--- src/rtl/video_pkg.sv ---
// -----------------------------------------------------------------------------
// video_pkg
// Shared constants for the video dither path.
//   COLOR_W     : width of the raw colour channel coming from the palette stage
//   IDX_W       : width of the screen-position counters (4x4 Bayer tile)
//   BAYER_FLAT  : 4x4 ordered-dither matrix, element (yi*4+xi) at nibble yi*4+xi
//   bayer_at()  : lookup of one Bayer entry by row/column index
// -----------------------------------------------------------------------------
package video_pkg;

    localparam int COLOR_W = 5;
    localparam int IDX_W   = 2;

    // Rows (yi = 0..3): {0,8,2,10} {12,4,14,6} {3,11,1,9} {15,7,13,5}.
    // Nibble 0 (LSB) is row 0 / column 0; nibble 15 (MSB) is row 3 / column 3.
    localparam logic [63:0] BAYER_FLAT = 64'h5D7F_91B3_6E4C_A280;

    // Returns B[yi][xi] as a 4-bit threshold level.
    function automatic logic [3:0] bayer_at(input logic [IDX_W-1:0] yi,
                                            input logic [IDX_W-1:0] xi);
        logic [3:0] idx;
        idx = {yi, xi};
        return BAYER_FLAT[{idx, 2'b00} +: 4];
    endfunction

endpackage

--- src/rtl/video_dither_if.sv ---
// -----------------------------------------------------------------------------
// video_dither_if
// Pixel bus between the palette stage, the dither block and the DAC driver.
//   c3                        : pixel strobe
//   red_in/grn_in/blu_in      : raw COLOR_W-bit colour
//   blank_in/hsync_in/vsync_in: active-high controls aligned with the colour
//   red_out/grn_out/blu_out   : OUT_W-bit dithered colour
//   blank_out/hsync_out/vsync_out : delay-matched controls
// Modports:
//   master : pixel source (drives inputs, observes outputs)
//   slave  : dither block (consumes inputs, drives outputs)
// -----------------------------------------------------------------------------
interface video_dither_if #(
    parameter int OUT_W = 3
);
    import video_pkg::*;

    logic               c3;
    logic [COLOR_W-1:0] red_in;
    logic [COLOR_W-1:0] grn_in;
    logic [COLOR_W-1:0] blu_in;
    logic               blank_in;
    logic               hsync_in;
    logic               vsync_in;

    logic [OUT_W-1:0]   red_out;
    logic [OUT_W-1:0]   grn_out;
    logic [OUT_W-1:0]   blu_out;
    logic               blank_out;
    logic               hsync_out;
    logic               vsync_out;

    modport master (
        output c3, red_in, grn_in, blu_in, blank_in, hsync_in, vsync_in,
        input  red_out, grn_out, blu_out, blank_out, hsync_out, vsync_out
    );

    modport slave (
        input  c3, red_in, grn_in, blu_in, blank_in, hsync_in, vsync_in,
        output red_out, grn_out, blu_out, blank_out, hsync_out, vsync_out
    );

endinterface

--- src/rtl/dither_chan.sv ---
// -----------------------------------------------------------------------------
// dither_chan
// One colour channel of the ordered ditherer (purely combinational; the
// caller registers the result).
//   i_color     : raw COLOR_W-bit channel value
//   i_thr       : threshold for this pixel position, COLOR_W-OUT_W bits
//   i_dither_en : 1 = ordered dither, 0 = plain truncation
//   o_out       : OUT_W-bit result
// The upper OUT_W bits are kept; the dropped low bits are compared with the
// threshold and, when larger, round the kept value up by one. The round-up is
// suppressed at full scale so white never wraps to black.
// -----------------------------------------------------------------------------
module dither_chan
    import video_pkg::*;
#(
    parameter int OUT_W = 3
) (
    input  logic [COLOR_W-1:0]       i_color,
    input  logic [COLOR_W-OUT_W-1:0] i_thr,
    input  logic                     i_dither_en,
    output logic [OUT_W-1:0]         o_out
);

    logic [OUT_W-1:0]         w_hi;
    logic [COLOR_W-OUT_W-1:0] w_lo;
    logic                     w_bump;

    // Split the channel, decide on the round-up and apply it without overflow.
    always_comb begin
        w_hi   = i_color[COLOR_W-1 -: OUT_W];
        w_lo   = i_color[COLOR_W-OUT_W-1:0];
        w_bump = i_dither_en && (w_lo > i_thr) && (w_hi != {OUT_W{1'b1}});
        if (w_bump) begin
            o_out = w_hi + OUT_W'(1'b1);
        end else begin
            o_out = w_hi;
        end
    end

endmodule

--- src/rtl/video_dither.sv ---
// -----------------------------------------------------------------------------
// video_dither
// Reduces 5-bit RGB to OUT_W bits per channel with a 4x4 ordered (Bayer)
// dither, optionally rotated every frame. Two-strobe pipeline for colour and
// controls alike; all state advances only on the pixel strobe c3.
// Parameters:
//   OUT_W      : output bits per channel, legal 1..4
//   DITHER_DEF : dither_en value integrators assume; does not affect logic
// Ports:
//   clk         : video clock, all flops on posedge
//   rst_n       : asynchronous active-low reset
//   dither_en   : 1 = ordered dither, 0 = truncation
//   temporal_en : 1 = rotate the pattern by the frame counter
//   vif         : pixel bus (slave side), see video_dither_if
// -----------------------------------------------------------------------------
module video_dither
    import video_pkg::*;
#(
    parameter int OUT_W      = 3,
    parameter bit DITHER_DEF = 1'b1
) (
    input  logic          clk,
    input  logic          rst_n,
    input  logic          dither_en,
    input  logic          temporal_en,
    video_dither_if.slave vif
);

    localparam int THR_W = COLOR_W - OUT_W;

    // Position / frame tracking
    logic             r_hs_prev;
    logic             r_vs_prev;
    logic [IDX_W-1:0] r_x;
    logic [IDX_W-1:0] r_y;
    logic [IDX_W-1:0] r_frame;

    logic             w_hs_rise;
    logic             w_vs_rise;
    logic [IDX_W-1:0] w_x_nxt;
    logic [IDX_W-1:0] w_y_nxt;
    logic [IDX_W-1:0] w_frame_nxt;
    logic [IDX_W-1:0] w_xi;
    logic [IDX_W-1:0] w_yi;
    logic [3:0]       w_bayer;
    logic [THR_W-1:0] w_thr;

    // Stage 1: sampled pixel plus its threshold
    logic [COLOR_W-1:0] r_s1_red;
    logic [COLOR_W-1:0] r_s1_grn;
    logic [COLOR_W-1:0] r_s1_blu;
    logic               r_s1_blank;
    logic               r_s1_hs;
    logic               r_s1_vs;
    logic               r_s1_dith;
    logic [THR_W-1:0]   r_s1_thr;

    // Dithered colour computed from stage 1
    logic [OUT_W-1:0] w_red_d;
    logic [OUT_W-1:0] w_grn_d;
    logic [OUT_W-1:0] w_blu_d;

    // Stage 2: output registers
    logic [OUT_W-1:0] r_s2_red;
    logic [OUT_W-1:0] r_s2_grn;
    logic [OUT_W-1:0] r_s2_blu;
    logic             r_s2_blank;
    logic             r_s2_hs;
    logic             r_s2_vs;

    // DITHER_DEF is informational only; this keeps it referenced.
    logic w_unused;
    assign w_unused = &{1'b0, DITHER_DEF};

    // Sync edge detection, next counter values and threshold lookup.
    always_comb begin
        w_hs_rise = vif.hsync_in & ~r_hs_prev;
        w_vs_rise = vif.vsync_in & ~r_vs_prev;

        // x restarts on a new line, otherwise walks active pixels only.
        if (w_hs_rise) begin
            w_x_nxt = {IDX_W{1'b0}};
        end else if (!vif.blank_in) begin
            w_x_nxt = r_x + IDX_W'(1'b1);
        end else begin
            w_x_nxt = r_x;
        end

        // vsync wins over hsync so a coincident rise leaves y at 0.
        if (w_vs_rise) begin
            w_y_nxt = {IDX_W{1'b0}};
        end else if (w_hs_rise) begin
            w_y_nxt = r_y + IDX_W'(1'b1);
        end else begin
            w_y_nxt = r_y;
        end

        if (w_vs_rise) begin
            w_frame_nxt = r_frame + IDX_W'(1'b1);
        end else begin
            w_frame_nxt = r_frame;
        end

        // Temporal mode slides the tile diagonally by one step per frame.
        if (temporal_en) begin
            w_xi = r_x + r_frame;
            w_yi = r_y + r_frame;
        end else begin
            w_xi = r_x;
            w_yi = r_y;
        end

        // Keeping the top THR_W bits equals B >> (4 - THR_W).
        w_bayer = bayer_at(w_yi, w_xi);
        w_thr   = w_bayer[3 -: THR_W];
    end

    // Counter and sync-history registers, advanced on each pixel strobe.
    always_ff @(posedge clk or negedge rst_n) begin
        if (!rst_n) begin
            r_hs_prev <= 1'b0;
            r_vs_prev <= 1'b0;
            r_x       <= {IDX_W{1'b0}};
            r_y       <= {IDX_W{1'b0}};
            r_frame   <= {IDX_W{1'b0}};
        end else if (vif.c3) begin
            r_hs_prev <= vif.hsync_in;
            r_vs_prev <= vif.vsync_in;
            r_x       <= w_x_nxt;
            r_y       <= w_y_nxt;
            r_frame   <= w_frame_nxt;
        end
    end

    // Stage 1: capture the pixel, its controls and its threshold.
    always_ff @(posedge clk or negedge rst_n) begin
        if (!rst_n) begin
            r_s1_red   <= {COLOR_W{1'b0}};
            r_s1_grn   <= {COLOR_W{1'b0}};
            r_s1_blu   <= {COLOR_W{1'b0}};
            r_s1_blank <= 1'b0;
            r_s1_hs    <= 1'b0;
            r_s1_vs    <= 1'b0;
            r_s1_dith  <= 1'b0;
            r_s1_thr   <= {THR_W{1'b0}};
        end else if (vif.c3) begin
            r_s1_red   <= vif.red_in;
            r_s1_grn   <= vif.grn_in;
            r_s1_blu   <= vif.blu_in;
            r_s1_blank <= vif.blank_in;
            r_s1_hs    <= vif.hsync_in;
            r_s1_vs    <= vif.vsync_in;
            // Mode travels with the pixel so a mid-stream change stays aligned.
            r_s1_dith  <= dither_en;
            r_s1_thr   <= w_thr;
        end
    end

    dither_chan #(.OUT_W(OUT_W)) u_chan_red (
        .i_color     (r_s1_red),
        .i_thr       (r_s1_thr),
        .i_dither_en (r_s1_dith),
        .o_out       (w_red_d)
    );

    dither_chan #(.OUT_W(OUT_W)) u_chan_grn (
        .i_color     (r_s1_grn),
        .i_thr       (r_s1_thr),
        .i_dither_en (r_s1_dith),
        .o_out       (w_grn_d)
    );

    dither_chan #(.OUT_W(OUT_W)) u_chan_blu (
        .i_color     (r_s1_blu),
        .i_thr       (r_s1_thr),
        .i_dither_en (r_s1_dith),
        .o_out       (w_blu_d)
    );

    // Stage 2: register the result; colour is forced black during blanking.
    always_ff @(posedge clk or negedge rst_n) begin
        if (!rst_n) begin
            r_s2_red   <= {OUT_W{1'b0}};
            r_s2_grn   <= {OUT_W{1'b0}};
            r_s2_blu   <= {OUT_W{1'b0}};
            r_s2_blank <= 1'b0;
            r_s2_hs    <= 1'b0;
            r_s2_vs    <= 1'b0;
        end else if (vif.c3) begin
            if (r_s1_blank) begin
                r_s2_red <= {OUT_W{1'b0}};
                r_s2_grn <= {OUT_W{1'b0}};
                r_s2_blu <= {OUT_W{1'b0}};
            end else begin
                r_s2_red <= w_red_d;
                r_s2_grn <= w_grn_d;
                r_s2_blu <= w_blu_d;
            end
            r_s2_blank <= r_s1_blank;
            r_s2_hs    <= r_s1_hs;
            r_s2_vs    <= r_s1_vs;
        end
    end

    assign vif.red_out   = r_s2_red;
    assign vif.grn_out   = r_s2_grn;
    assign vif.blu_out   = r_s2_blu;
    assign vif.blank_out = r_s2_blank;
    assign vif.hsync_out = r_s2_hs;
    assign vif.vsync_out = r_s2_vs;

endmodule

--- src/flat_wrapper.sv ---
// flat-port wrapper written by rule: the top's interface ports become plain ports
module video_dither_flat import video_pkg::*;
#(
    parameter int OUT_W      = 3,
    parameter bit DITHER_DEF = 1'b1
)
  (clk, rst_n, dither_en, temporal_en, vif_c3, vif_red_in, vif_grn_in, vif_blu_in, vif_blank_in, vif_hsync_in, vif_vsync_in, vif_red_out, vif_grn_out, vif_blu_out, vif_blank_out, vif_hsync_out, vif_vsync_out);
  video_dither_if #(.OUT_W(OUT_W)) vif_i ();
  input  logic clk;
  input  logic rst_n;
  input  logic dither_en;
  input  logic temporal_en;
  input wire logic [$bits(vif_i.c3)-1:0] vif_c3;
  input wire logic [$bits(vif_i.red_in)-1:0] vif_red_in;
  input wire logic [$bits(vif_i.grn_in)-1:0] vif_grn_in;
  input wire logic [$bits(vif_i.blu_in)-1:0] vif_blu_in;
  input wire logic [$bits(vif_i.blank_in)-1:0] vif_blank_in;
  input wire logic [$bits(vif_i.hsync_in)-1:0] vif_hsync_in;
  input wire logic [$bits(vif_i.vsync_in)-1:0] vif_vsync_in;
  output wire logic [$bits(vif_i.red_out)-1:0] vif_red_out;
  output wire logic [$bits(vif_i.grn_out)-1:0] vif_grn_out;
  output wire logic [$bits(vif_i.blu_out)-1:0] vif_blu_out;
  output wire logic [$bits(vif_i.blank_out)-1:0] vif_blank_out;
  output wire logic [$bits(vif_i.hsync_out)-1:0] vif_hsync_out;
  output wire logic [$bits(vif_i.vsync_out)-1:0] vif_vsync_out;
  assign vif_i.c3 = vif_c3;
  assign vif_i.red_in = vif_red_in;
  assign vif_i.grn_in = vif_grn_in;
  assign vif_i.blu_in = vif_blu_in;
  assign vif_i.blank_in = vif_blank_in;
  assign vif_i.hsync_in = vif_hsync_in;
  assign vif_i.vsync_in = vif_vsync_in;
  assign vif_red_out = vif_i.red_out;
  assign vif_grn_out = vif_i.grn_out;
  assign vif_blu_out = vif_i.blu_out;
  assign vif_blank_out = vif_i.blank_out;
  assign vif_hsync_out = vif_i.hsync_out;
  assign vif_vsync_out = vif_i.vsync_out;
  video_dither #(.OUT_W(OUT_W), .DITHER_DEF(DITHER_DEF)) u_core (.clk(clk), .rst_n(rst_n), .dither_en(dither_en), .temporal_en(temporal_en), .vif(vif_i));
endmodule
--- config.mk ---
export PLATFORM = sky130hd
export DESIGN_NAME = video_dither_flat
export DESIGN_NICKNAME = d
export VERILOG_FILES = /design/src/rtl/video_pkg.sv /design/src/rtl/video_dither_if.sv /design/src/rtl/dither_chan.sv /design/src/rtl/video_dither.sv /design/src/flat_wrapper.sv
export SDC_FILE = /design/constraint.sdc
export NUM_CORES = 1
export LEC_CHECK = 0
export CAP_MARGIN = 20
export CORE_AREA = 2 2 68 70
export DETAILED_ROUTE_END_ITERATION = 10
export DIE_AREA = 0 0 70 72
export GPL_ROUTABILITY_DRIVEN = 0
export GPL_TIMING_DRIVEN = 0
export PLACE_DENSITY = 0.79
export SYNTH_ARGS = -nofsm -noshare
export SYNTH_HDL_FRONTEND = slang
export SYNTH_HIERARCHICAL = 1
export SYNTH_SLANG_ARGS = --single-unit
--- constraint.sdc ---
create_clock -name clk -period 1.7 [get_ports clk]
set_clock_uncertainty 0.1 [all_clocks]
set_input_delay 0.34 -clock clk [delete_from_list [all_inputs] [get_ports clk]]
set_output_delay 0.34 -clock clk [all_outputs]
set_load 0.05 [all_outputs]
# Word level (Yosys, flattened, before mapping)
# Cells that the tools add are included.
dict set report totals {
  reg_bits 39
  out_inout_bits 12
}
dict set report op_classes {
  addsub 8
  order_cmp 3
  n_eq_ne 4
  n_shift 1
  muxes 12
  n_bitwise 4
  n_reduce_logical 10
}
# cell n
set ops {}
lappend ops {{$shiftx A64 B7 Y4 const A} 1}
lappend ops {{$mux W3} 6}
lappend ops {{$mux W2} 6}
lappend ops {{$add A3 B1 Y3 const B} 3}
lappend ops {{$ne A3 B3 Y1 const B} 3}
lappend ops {{$add A2 B1 Y2 const B} 3}
lappend ops {{$gt A2 B2 Y1} 3}
lappend ops {{$logic_and A1 B1 Y1} 6}
lappend ops {{$reduce_and A2 Y1} 3}
lappend ops {{$add A2 B2 Y2} 2}
lappend ops {{$and A1 B1 Y1} 2}
lappend ops {{$ne A2 B1 Y1 const B} 1}
lappend ops {{$not A1 Y1} 2}
lappend ops {{$reduce_bool A2 Y1} 1}

# Logic depth before layout (Yosys ltp)
# Gate-level depths: netlist of the first run.
dict set report logic_depth {
  word_depth 5
  mapped_depth 7
  depth_no_buf 7
}

# Hierarchy
# The synthesis of the first run kept the hierarchy.
# mod instances cells_per_inst area_per_inst_um2 seq_area_each_um2
set modules_own_cells {}
lappend modules_own_cells {video_dither 1 111 1534.0 900.9}
lappend modules_own_cells {dither_chan 3 13 143.9 0.0}

# Worst setup path before layout of the first run
# No wires, ideal clock.
dict set report synth_path {
  path_kind {flip-flop to flip-flop}
  from {register u_core.r_s1_thr[1]}
  to {register u_core.r_s2_blu[1] (netlist: u_core/vif.blu_out[1])}
  setup_time_ps 126
  t_arrival_ps 1473
  setup_slack_ps 1
  stages_incl_launch_ff 8
  n_path_buf 0
  synth_period_minus_slack_ps 1699
  cell_sequence {dfrtp_1 inv_1 ha_1 nor2b_4 o2111ai_4 mux2_4 nand3b_1 o21ai_0}
}
dict set report synth_via {
  elab_chain_len 5
}
# element line
set synth_rtl {}
lappend synth_rtl {{start, declared} video_dither.sv:56} ;# logic [THR_W-1:0] r_s1_thr;
lappend synth_rtl {{start signal, assigned} video_dither.sv:145} ;# r_s1_thr <= {THR_W{1'b0}};
lappend synth_rtl {{start signal, assigned} video_dither.sv:155} ;# r_s1_thr <= w_thr;
lappend synth_rtl {{$gt A2 B2 Y1} dither_chan.sv:32} ;# w_bump = i_dither_en && (w_lo > i_thr) && (w_hi != {OUT_W{1'b1}});
lappend synth_rtl {{$logic_and A1 B1 Y1 (2 in series)} dither_chan.sv:32}
lappend synth_rtl {{$mux W3} dither_chan.sv:33} ;# if (w_bump) begin
lappend synth_rtl {{named net u_core.w_blu_d[1]} video_dither.sv:61} ;# logic [OUT_W-1:0] w_blu_d;
lappend synth_rtl {{$mux W3} video_dither.sv:190} ;# if (r_s1_blank) begin
lappend synth_rtl {{end signal, assigned} video_dither.sv:185} ;# r_s2_blu <= {OUT_W{1'b0}};
lappend synth_rtl {{end signal, assigned} video_dither.sv:193} ;# r_s2_blu <= {OUT_W{1'b0}};
lappend synth_rtl {{end signal, assigned} video_dither.sv:197} ;# r_s2_blu <= w_blu_d;
lappend synth_rtl {{end, declared} video_dither.sv:66} ;# logic [OUT_W-1:0] r_s2_blu;
# The timed path passes the listed nets, and every way through them passes these cells.
# A chain may end at the register's enable or synchronous reset.

# Worst setup path in the final report of the first run
dict set report layout_path {
  from {register u_core.r_s1_grn[2]}
  to {register u_core.r_s2_grn[1] (netlist: u_core/vif.grn_out[1])}
}
dict set report layout_via {
  elab_chain_len 4
  word_cells_on_any_way 5
}
# element line
set layout_rtl {}
lappend layout_rtl {{start, declared} video_dither.sv:50} ;# logic [COLOR_W-1:0] r_s1_grn;
lappend layout_rtl {{start signal, assigned} video_dither.sv:139} ;# r_s1_grn <= {COLOR_W{1'b0}};
lappend layout_rtl {{start signal, assigned} video_dither.sv:148} ;# r_s1_grn <= vif.grn_in;
lappend layout_rtl {{parallel branches: the longest is 2 deep, another holds $add A3 B1 Y3} n/a}
lappend layout_rtl {{$mux W3 (*)} dither_chan.sv:33}
lappend layout_rtl {{named net u_core.w_grn_d[1]} video_dither.sv:60} ;# logic [OUT_W-1:0] w_grn_d;
lappend layout_rtl {{$mux W3 (*)} video_dither.sv:190}
lappend layout_rtl {{end signal, assigned} video_dither.sv:184} ;# r_s2_grn <= {OUT_W{1'b0}};
lappend layout_rtl {{end signal, assigned} video_dither.sv:192} ;# r_s2_grn <= {OUT_W{1'b0}};
lappend layout_rtl {{end signal, assigned} video_dither.sv:196} ;# r_s2_grn <= w_grn_d;
lappend layout_rtl {{end, declared} video_dither.sv:65} ;# logic [OUT_W-1:0] r_s2_grn;
# Mark *: on every way through the listed nets, which the timed path passes.

==> results of run 1 <==
## sequential cells by signal, indices dropped and copies added (netlist names)
register and count:
u_core/r_s1_red 5, u_core/r_s1_hs 1, u_core/r_s1_dith 1, u_core/r_s1_grn 5, u_core/r_y 1, u_core/vif.red_out 3
u_core/r_x 1, u_core/r_s1_blank 1, u_core/vif.blu_out 3, u_core/vif.hsync_out 1, u_core/vif.blank_out 1, u_core/r_s1_blu 5
u_core/r_s1_vs 1, u_core/r_frame 1, u_core/vif.vsync_out 1, u_core/vif.grn_out 3, u_core/r_s1_thr 2
## metrics by stage
step	hold slack, ns	util, %	TNS, ns	total power, mW	cells
after global routing	0.0985	58.8	-0.894	2.84	246
after floorplan	-0.0556	-	0	1.81	150
after global placement	0.353	55.4	-23.88	2.04	235
after detailed placement	0.372	55.3	-0.527	2.07	235
after CTS	0.0686	58.1	-0.478	2.69	245
final	0.0435	58.8	-0.256	2.69	246
## critical path: cells and delay by family (launching register included)
family	cells	cell delay [ns]
flip-flops	1	0.44
AO/OA/AOI/OAI	2	0.20
multiplexers	1	0.34
buffers and inverters	1	0.06
adder cells (fa/ha/maj)	2	0.40
AND/OR/NAND/NOR	1	0.08
## where the power goes
| group | switching, mW | internal [mW] | total (mW) |
|---|---|---|---|
| clock | 0.297 | 0.279 | 0.575 |
| combinational | 0.511 | 0.505 | 1.02 |
| sequential | 0.112 | 0.987 | 1.10 |
| total | 0.920 | 1.77 | 2.69 |
## per-layer routing
| metal | up-vias | part of all wire (%) |
|---|---|---|
| met1 | 588 | 45 |
| met2 | 25 | 49 |
| li1 | 587 | - |
| met4 | 0 | 2.4 |
| met3 | 7 | 3.1 |
| met5 | - | 0 |
## worst max path at each step
| stage | start | endpoint | slack (ns) | cells after the start |
|---|---|---|---|---|
| final | u_core/r_s1_grn[2] | u_core/vif.grn_out[1] | -0.06 | 7 |
| after global routing | u_core/r_s1_thr[1] | u_core/vif.blu_out[1] | -0.12 | 7 |
| after CTS | u_core/r_s1_thr[1] | u_core/vif.red_out[1] | -0.09 | 7 |
| after detailed placement | u_core/r_s1_thr[1] | u_core/vif.red_out[1] | -0.11 | 7 |
| after global placement | rst_n | u_core/r_s1_blu[3] | -0.65 | 1 |
| after floorplan | u_core/r_s1_thr[1] | u_core/vif.blu_out[1] | 0.0007 | 7 |
## cells by family (layout without fill, tap and decap cells)
kind of cell               Yosys count  after routing  synth area share, %
xor gates and xnor gates             6              6                 2.67
DFF                                 36             36                 45.8
muxes                               28             28                 20.9
and+or+nand+nor                     26             26                 8.02
buffers and inverters               25             69                 7.26
adders and majority gates           12             12                 7.64
AOI/OAI and AO/OA                   17             17                 7.64
## layout by cell type (no fill, tap or decap), types with 2 or more instances in the layout
master	n
buf_2	2
dfrtp_1	36
xnor2_1	3
nand2_2	2
clkbuf_8	5
o21ai_0	4
inv_2	5
nor2_1	3
o21ai_1	5
buf_12	2
mux2_4	26
clkdlybuf4s50_1	20
dlygate4sd2_1	12
nand3b_1	3
inv_1	15
nand2_1	10
o2111ai_4	3
buf_6	3
a21oi_1	3
ha_4	3
nor2b_4	3
buf_4	3
xor2_1	2
ha_1	8
## what timing repair did
action,4_1_cts,5_1_grt
endpoints found under the setup margin,18,9
pin swaps,3,3
buffers inserted,3,1
resized for setup,15,17
## final cells by class
cell class                      count  share of cell area, %
Clock inverter                      1                  0.200
Timing Repair Buffer               37                   13.7
Clock buffer                        6                   2.89
Inverter                           20                   2.99
Sequential cell                    36                   35.9
Multi-Input combinational cell     89                   39.0
Buffer                              5                   2.69
Tap cell                           52                   2.59
==> impl_metrics.toml, run 1 <==
[global_route]
busiest_layer = "met2"
grt_use_met2_pct = 25.9
gr-usage-met3_pct = 3.06
gr-total-overflow = 0
grt_pass1_wl_um = 6160
antenna_found_initial = 0
grt_max_degree = 37
grtUsageMet1_pct = 20.4
grt_pass1_vias = 1278
gr-usage-all-layers_pct = 16.1

[critical_path]
path_cells = "ha_1 > ha_1 > inv_2 > o2111ai_4 > mux2_4 > nand3b_1 > o21ai_1"
worstPathRequired_ns = 1.77
crit_top_cell = "ha_1"
cp-end-kind = "register"
worstPathArrival_ns = 1.82
critPathKind = "reg -> reg"
startpoint_type = "register"
cp_max_fo = 3
reg2reg_depth = 7
r2r_end = "u_core/vif.grn_out[1]"
cpMaxStageDelayCell = "dfrtp_1"
slowest_delay_ns = 0.44
r2r_slack_ns = -0.06
timing.rr.start = "u_core/r_s1_grn[2]"

[clock_tree]
cts_made_buffers = 5
clock_path_buffers = 2
cts_tree = "built"
cts_sinks = 36
root_buffer = "clkbuf_8"
htree_num_levels = 2
clk_pin_slew_ns = 0.08
clk_latency_ns = 0.29
hold_buffers = 0

[drt]
viasPerCell = 4.91
dr.pass1.iters = 4
first_iter_violations = 23
drt-total-wl_um = 3670
drc = 0
routed-via-count = 1207
wl_per_cell_um = 14.9
ant_nets = 0

[run]
max_cap_violations = 0

[floorplan]
fp.dieH_um = 72
die_width_um = 70
die_area_um2 = 5040
initial_core_util_pct = 46.1
num_rows = 24
core_um2 = 4260
io_pins = 35

[sta]
post-route-min-period_ns = 1.76
max_slew.worst_pin.slew_ns = 0.809
fin_crit_sh_pct = 103
slew_violations = 0
hold_viol = 0
fmax_mhz = 569
max-slew-margin-rel_pct = 46.0
fin_ws_ns = -0.0569
rsz0062_at_grt = "true"
setup_viol = 7

[yosys]
ys_warn_count = 6
yosys.area.top_type = "dfrtp_1"
syn-num-nets = 185
synth.top_cell.area_share_pct = 45.8
ys_seq_elements = 36
synth-edff-count = 0
synthesis.area_um2 = 1970
async_reset_ff_share_pct = 100
ys_types = 24
ys.flop_type = "dfrtp_1"
synthMostInstantiatedCell = "dfrtp_1"
syn_inst = 150
ys_seq_area_share_pct = 45.8
syn_avg_cell_area_um2 = 13.1
synth_area_leaders = "dfrtp_1, mux2_4, ha_1"
synthTopCellsByCount = "dfrtp_1, mux2_4, inv_1"

[final_layout]
multiInputGateArea_um2 = 978
syn2layout_area_growth_pct = 27.6
drive_gt1_share_pct = 33.0
n_antenna_cell = 0
fill_cells = 359
finalNetCount = 229
postLayoutCellArea_um2 = 2510
seq_area_um2 = 901

[outcome]
violations = "negative setup slack"
status = "finished, violations left"

[placed_design]
hpwl_um = 2540
postPlaceCellArea_um2 = 2360
portBuffers = 33
place_ws_ns = -0.107

[hold_path]
hold_class = "in -> async"

[power_and_ir_drop]
powerDensity_nw_per_um2 = 1070
peakVddDrop_uv = 619
p_leak_nw = 1.20
Power figures use the tool's default switching activity.
==> run 2, diff against run 1 <==
==> constraint.sdc (replaced) <==
create_clock -name clk -period 1.7 [get_ports clk]
set_clock_uncertainty 0.1 [all_clocks]
set_input_delay 0.34 -clock clk [delete_from_list [all_inputs] [get_ports clk]]
set_output_delay 0.34 -clock clk [all_outputs]
set_load 0.1 [all_outputs]
==> run 2 against run 1 <==
Effect of this change: the flow still finishes with violations (negative setup slack); utilization increased by 0.70 points; clock power hardly changed; register-to-register slack about the same; hold slack about the same; largest cell class unchanged.
==> impl_metrics.toml, run 2 (synthesis results as in run 1) <==
[critical_path]
startpoint_type = "register"
worstPathRequired_ns = 1.77
cp_top_family = "flip-flops"
cp-end-kind = "register"
crit_buf_inv = 1
worstPathArrival_ns = 1.82
crit_top_cell = "ha_1"
path_cells = "ha_1 > ha_1 > inv_2 > o2111ai_4 > mux2_4 > nand3b_1 > o21ai_1"
critPathKind = "reg -> reg"
slowest_delay_ns = 0.44
cpMaxStageDelayCell = "dfrtp_1"
cp_max_fo = 3

[hold_path]
hold_class = "in -> async"

[sta]
hold_viol = 0
fmax_mhz = 569
slew_violations = 0
rsz0062_at_grt = "true"
fin_ws_ns = -0.0573
setup_viol = 7
tns_ns = -0.257
max_slew.worst_pin.slew_ns = 0.809
post-route-min-period_ns = 1.76
max-slew-margin-rel_pct = 46.1
fin_crit_sh_pct = 103
hold_ws_ns = 0.0435

[power_and_ir_drop]
p_comb_share_pct = 42.4
peakVddDrop_uv = 620
switching_power_mw = 1.12
clockPowerShare_pct = 19.8
seqPwrFrac_pct = 37.8
p_sw_share_pct = 38.5
p_total_mw = 2.91
p_leak_nw = 1.17
internal_power_mw = 1.79
powerDensity_nw_per_um2 = 1150

[clock_tree]
htree_num_levels = 2
cts_made_buffers = 5
clk_pin_slew_ns = 0.08
clk_latency_ns = 0.29
cts_sinks = 36
root_buffer = "clkbuf_8"
hold_buffers = 0
cts_tree = "built"
clock_path_buffers = 2

[drt]
drc = 0
routed-via-count = 1208
ant_nets = 0
wl_per_cell_um = 14.9
drt-total-wl_um = 3670
first_iter_violations = 22
dr.pass1.iters = 4
viasPerCell = 4.91

[final_layout]
fill_cells = 348
top_regs = "u_core/r_s1_blu x5, u_core/r_s1_grn x5, u_core/r_s1_red x5"
n_antenna_cell = 0
postLayoutCellArea_um2 = 2540
layout_commonest_cell = "dfrtp_1"
drive_gt1_share_pct = 39.2
layout_common_cells = "dfrtp_1, mux2_4, clkdlybuf4s50_1"
finalNetCount = 229
syn2layout_area_growth_pct = 29.2

[floorplan]
die_width_um = 70
die_area_um2 = 5040
fp.dieH_um = 72
io_pins = 35
initial_core_util_pct = 46.1
core_um2 = 4260
num_rows = 24

[global_route]
gr-total-overflow = 0
grt_pass1_wl_um = 6150
antenna_found_initial = 0
grt_max_degree = 37
gr-usage-all-layers_pct = 16.1
grt_pass1_vias = 1275

[outcome]
violations = "negative setup slack"
status = "finished, violations left"

[run]
max_cap_violations = 0

[placed_design]
portBuffers = 33
postPlaceCellArea_um2 = 2360
hpwl_um = 2540
[run 2: cell types whose count changed in the layout (fill, tap and decap cells not counted), sizes merged]
cell           previous run  this run
dlygate4sd2              12         0
clkdlybuf4s15             0        12
[run 2: cell type report]
| type | count | area (um2) | share of cell area [%] |
|---|---|---|---|
| buffer | 5 | 67.6 | 2.66 |
| sequential | 36 | 901 | 35.5 |
| clock buffer | 6 | 72.6 | 2.86 |
| clock inverter | 1 | 5.00 | 0.197 |
| timing repair buffer | 37 | 374 | 14.7 |
| inverter | 20 | 75.1 | 2.96 |
| tap | 52 | 65.1 | 2.56 |
| multi-input combinational | 89 | 978 | 38.5 |
[run 2: routing by layer]
| metal | up-vias | share of wire, % | GRT usage (%) |
|---|---|---|---|
| met1 | 589 | 45 | 20.4 |
| met4 | 0 | 2.4 | 9.62 |
| met3 | 7 | 3.1 | 2.92 |
| li1 | 587 | - | - |
| met2 | 25 | 49 | 25.9 |
| met5 | - | 0 | 0 |
[run 2: timing repair]
action                     in CTS  in global routing
setup endpoints to repair      18                  9
hold endpoints to repair        0                  0
resized for setup              39                 17
setup buffers                   3                  1
pin swaps                       3                  3
[run 2: power groups by stage]
stage               Combinational, mW  Sequential (mW)  Clock, mW
floorplan                       0.541             1.46          0
global placement                 1.14             1.11          0
detailed placement               1.16             1.11          0
CTS                              1.21             1.10      0.596
global route                     1.32             1.12      0.624
finish                           1.23             1.10      0.576
[run 2: per-stage QoR]
step                instances  utilization, %  worst slack (ns)
finish                    246            59.5           -0.0573
global route              246            59.5            -0.123
CTS                       245            58.8           -0.0924
detailed placement        235            55.3            -0.209
global placement          235            55.4            -0.654
floorplan                 150               -          0.000708
[run 2: worst paths after layout]
path / start / slack [ns] / cells after the start / to
max: u_core/r_s1_grn[2] / -0.06 / 7 / u_core/vif.grn_out[1]
min: rst_n / 0.04 / 1 / u_core/vif.red_out[1]
max reg2reg: u_core/r_s1_grn[2] / -0.06 / 7 / u_core/vif.grn_out[1]
min reg2reg: u_core/r_frame[0] / 0.38 / 1 / u_core/r_frame[0]
max in group asynchronous: rst_n / 0.94 / 1 / u_core/r_s1_red[1]
min in group clk: vif_c3 / 0.26 / 2 / u_core/r_s1_blu[0]
==> run 3, diff against run 2 <==
Settings changed: RECOVER_POWER set to 25.
==> run 3 against run 2 <==
Effect of this change: the run still ends with negative setup slack left; global-route usage unchanged; sequential share of layout area up 0.11 points; design area down 0.30%; register-to-register slack about the same; flip-flop and latch count unchanged; via count up 0.17%; routed wire length down 0.38%; die area unchanged; setup slack about the same; critical path depth unchanged.
==> impl_metrics.toml, run 3 (synthesis results as in run 1) <==
[outcome]
status = "finished, violations left"
violations = "negative setup slack"

[final_layout]
layout_common_cells = "dfrtp_1, mux2_4, clkdlybuf4s50_1"
multiInputGateArea_um2 = 971
finalNetCount = 229
syn2layout_area_growth_pct = 28.8
top_regs = "u_core/r_s1_blu x5, u_core/r_s1_grn x5, u_core/r_s1_red x5"
fill_cells = 351
drive_gt1_share_pct = 38.1
postLayoutCellArea_um2 = 2530
layout_commonest_cell = "dfrtp_1"
n_antenna_cell = 0
seq_area_um2 = 901
fin_util_pct = 59.4

[power_and_ir_drop]
p_sw_share_pct = 38.5
clockPowerShare_pct = 19.8
switching_power_mw = 1.12
p_total_mw = 2.90
internal_power_mw = 1.78
seqPwrFrac_pct = 37.9
powerDensity_nw_per_um2 = 1150
peakVddDrop_uv = 619
p_comb_share_pct = 42.3
p_leak_nw = 1.17

[global_route]
gr-total-overflow = 0
grt_pass1_wl_um = 6150
grt_pass1_vias = 1275
grt_max_degree = 37
gr-usage-all-layers_pct = 16.1
antenna_found_initial = 0

[clock_tree]
cts_tree = "built"
cts_made_buffers = 5
htree_num_levels = 2
clk_latency_ns = 0.29
root_buffer = "clkbuf_8"
clk_pin_slew_ns = 0.08
clock_path_buffers = 2
hold_buffers = 0
cts_sinks = 36

[sta]
hold_viol = 0
fin_ws_ns = -0.0573
max_slew.worst_pin.slew_ns = 0.906
fmax_mhz = 569
fin_crit_sh_pct = 103
rsz0062_at_grt = "true"
slew_violations = 0
post-route-min-period_ns = 1.76
hold_ws_ns = 0.0747
max-slew-margin-rel_pct = 39.6
setup_viol = 7

[drt]
drc = 0
ant_nets = 0
drt-total-wl_um = 3660
viasPerCell = 4.92
first_iter_violations = 22
dr.pass1.iters = 4
routed-via-count = 1210
wl_per_cell_um = 14.9

[critical_path]
worstPathArrival_ns = 1.82
cp-end-kind = "register"
startpoint_type = "register"
cp_max_fo = 3
worstPathRequired_ns = 1.77
critPathKind = "reg -> reg"

[floorplan]
core_um2 = 4260
die_area_um2 = 5040
die_width_um = 70
io_pins = 35
initial_core_util_pct = 46.1
fp.dieH_um = 72
num_rows = 24

[run]
max_cap_violations = 0

[placed_design]
postPlaceCellArea_um2 = 2360
portBuffers = 33
hpwl_um = 2540

[hold_path]
hold_class = "in -> async"
[run 3: cell types whose count changed in the layout (fill, tap and decap cells not counted)]
cell             change
mux2_1               +2
mux2_4               -2
dlygate4sd3_1        +1
buf_2                -1
clkdlybuf4s50_1      -1
clkbuf_2             +1
[run 3: area by class of cell]
cell class | instances | share of cell area [%]
Buffer | 5 | 2.67
Sequential cell | 36 | 35.6
Clock inverter | 1 | 0.198
Inverter | 20 | 2.97
Timing Repair Buffer | 37 | 14.8
Tap cell | 52 | 2.57
Clock buffer | 6 | 2.87
Multi-Input combinational cell | 89 | 38.4
[run 3: metrics by stage]
stage / setup TNS (ns) / std cells / worst slack, ns
final: -0.258 / 246 / -0.0573
after detailed placement: -2.92 / 235 / -0.209
after global routing: -0.894 / 246 / -0.123
after global placement: -26.29 / 235 / -0.654
after floorplan: 0 / 150 / 0.000708
after CTS: -0.478 / 245 / -0.0924
[run 3: layer usage]
layer	part of all wire (%)	up-vias	global-route usage, %
met1	45	591	20.4
met4	2.4	0	9.62
met2	50	25	25.9
li1	-	587	-
met5	0	-	0
met3	3.1	7	2.92
[run 3: worst max-delay path, cell delays in order, from the launching register on]
cell and delay, ns:
dfrtp_1 0.44, ha_1 0.22, ha_1 0.18, inv_2 0.06
o2111ai_4 0.14, mux2_4 0.34, nand3b_1 0.08, o21ai_1 0.06
[run 3: path summary, 6_finish.rpt]
path                               startpoint                     to  slack, ns  depth (start not counted)
setup / recovery           u_core/r_s1_grn[2]  u_core/vif.grn_out[1]      -0.06                          7
hold / removal                          rst_n  u_core/vif.red_out[1]       0.07                          1
setup reg to reg           u_core/r_s1_grn[2]  u_core/vif.grn_out[1]      -0.06                          7
hold reg to reg             u_core/r_frame[0]      u_core/r_frame[0]       0.38                          1
max in group asynchronous               rst_n     u_core/r_s1_red[1]       0.86                          1
min in group clk                       vif_c3     u_core/r_s1_blu[0]       0.26                          2
[run 3: power by group through the flow]
stage               registers [mW]  clock network [mW]  logic, mW
floorplan                     1.46                   0      0.541
global placement              1.11                   0       1.14
detailed placement            1.11                   0       1.16
CTS                           1.10               0.596       1.21
global route                  1.12               0.624       1.31
finish                        1.10               0.576       1.23
[run 3: repair_timing]
item / 4_1_cts / 5_1_grt
buffers inserted: 3 / 1
resized for setup: 39 / 17
endpoints found under the setup margin: 18 / 9
pin swaps: 3 / 3
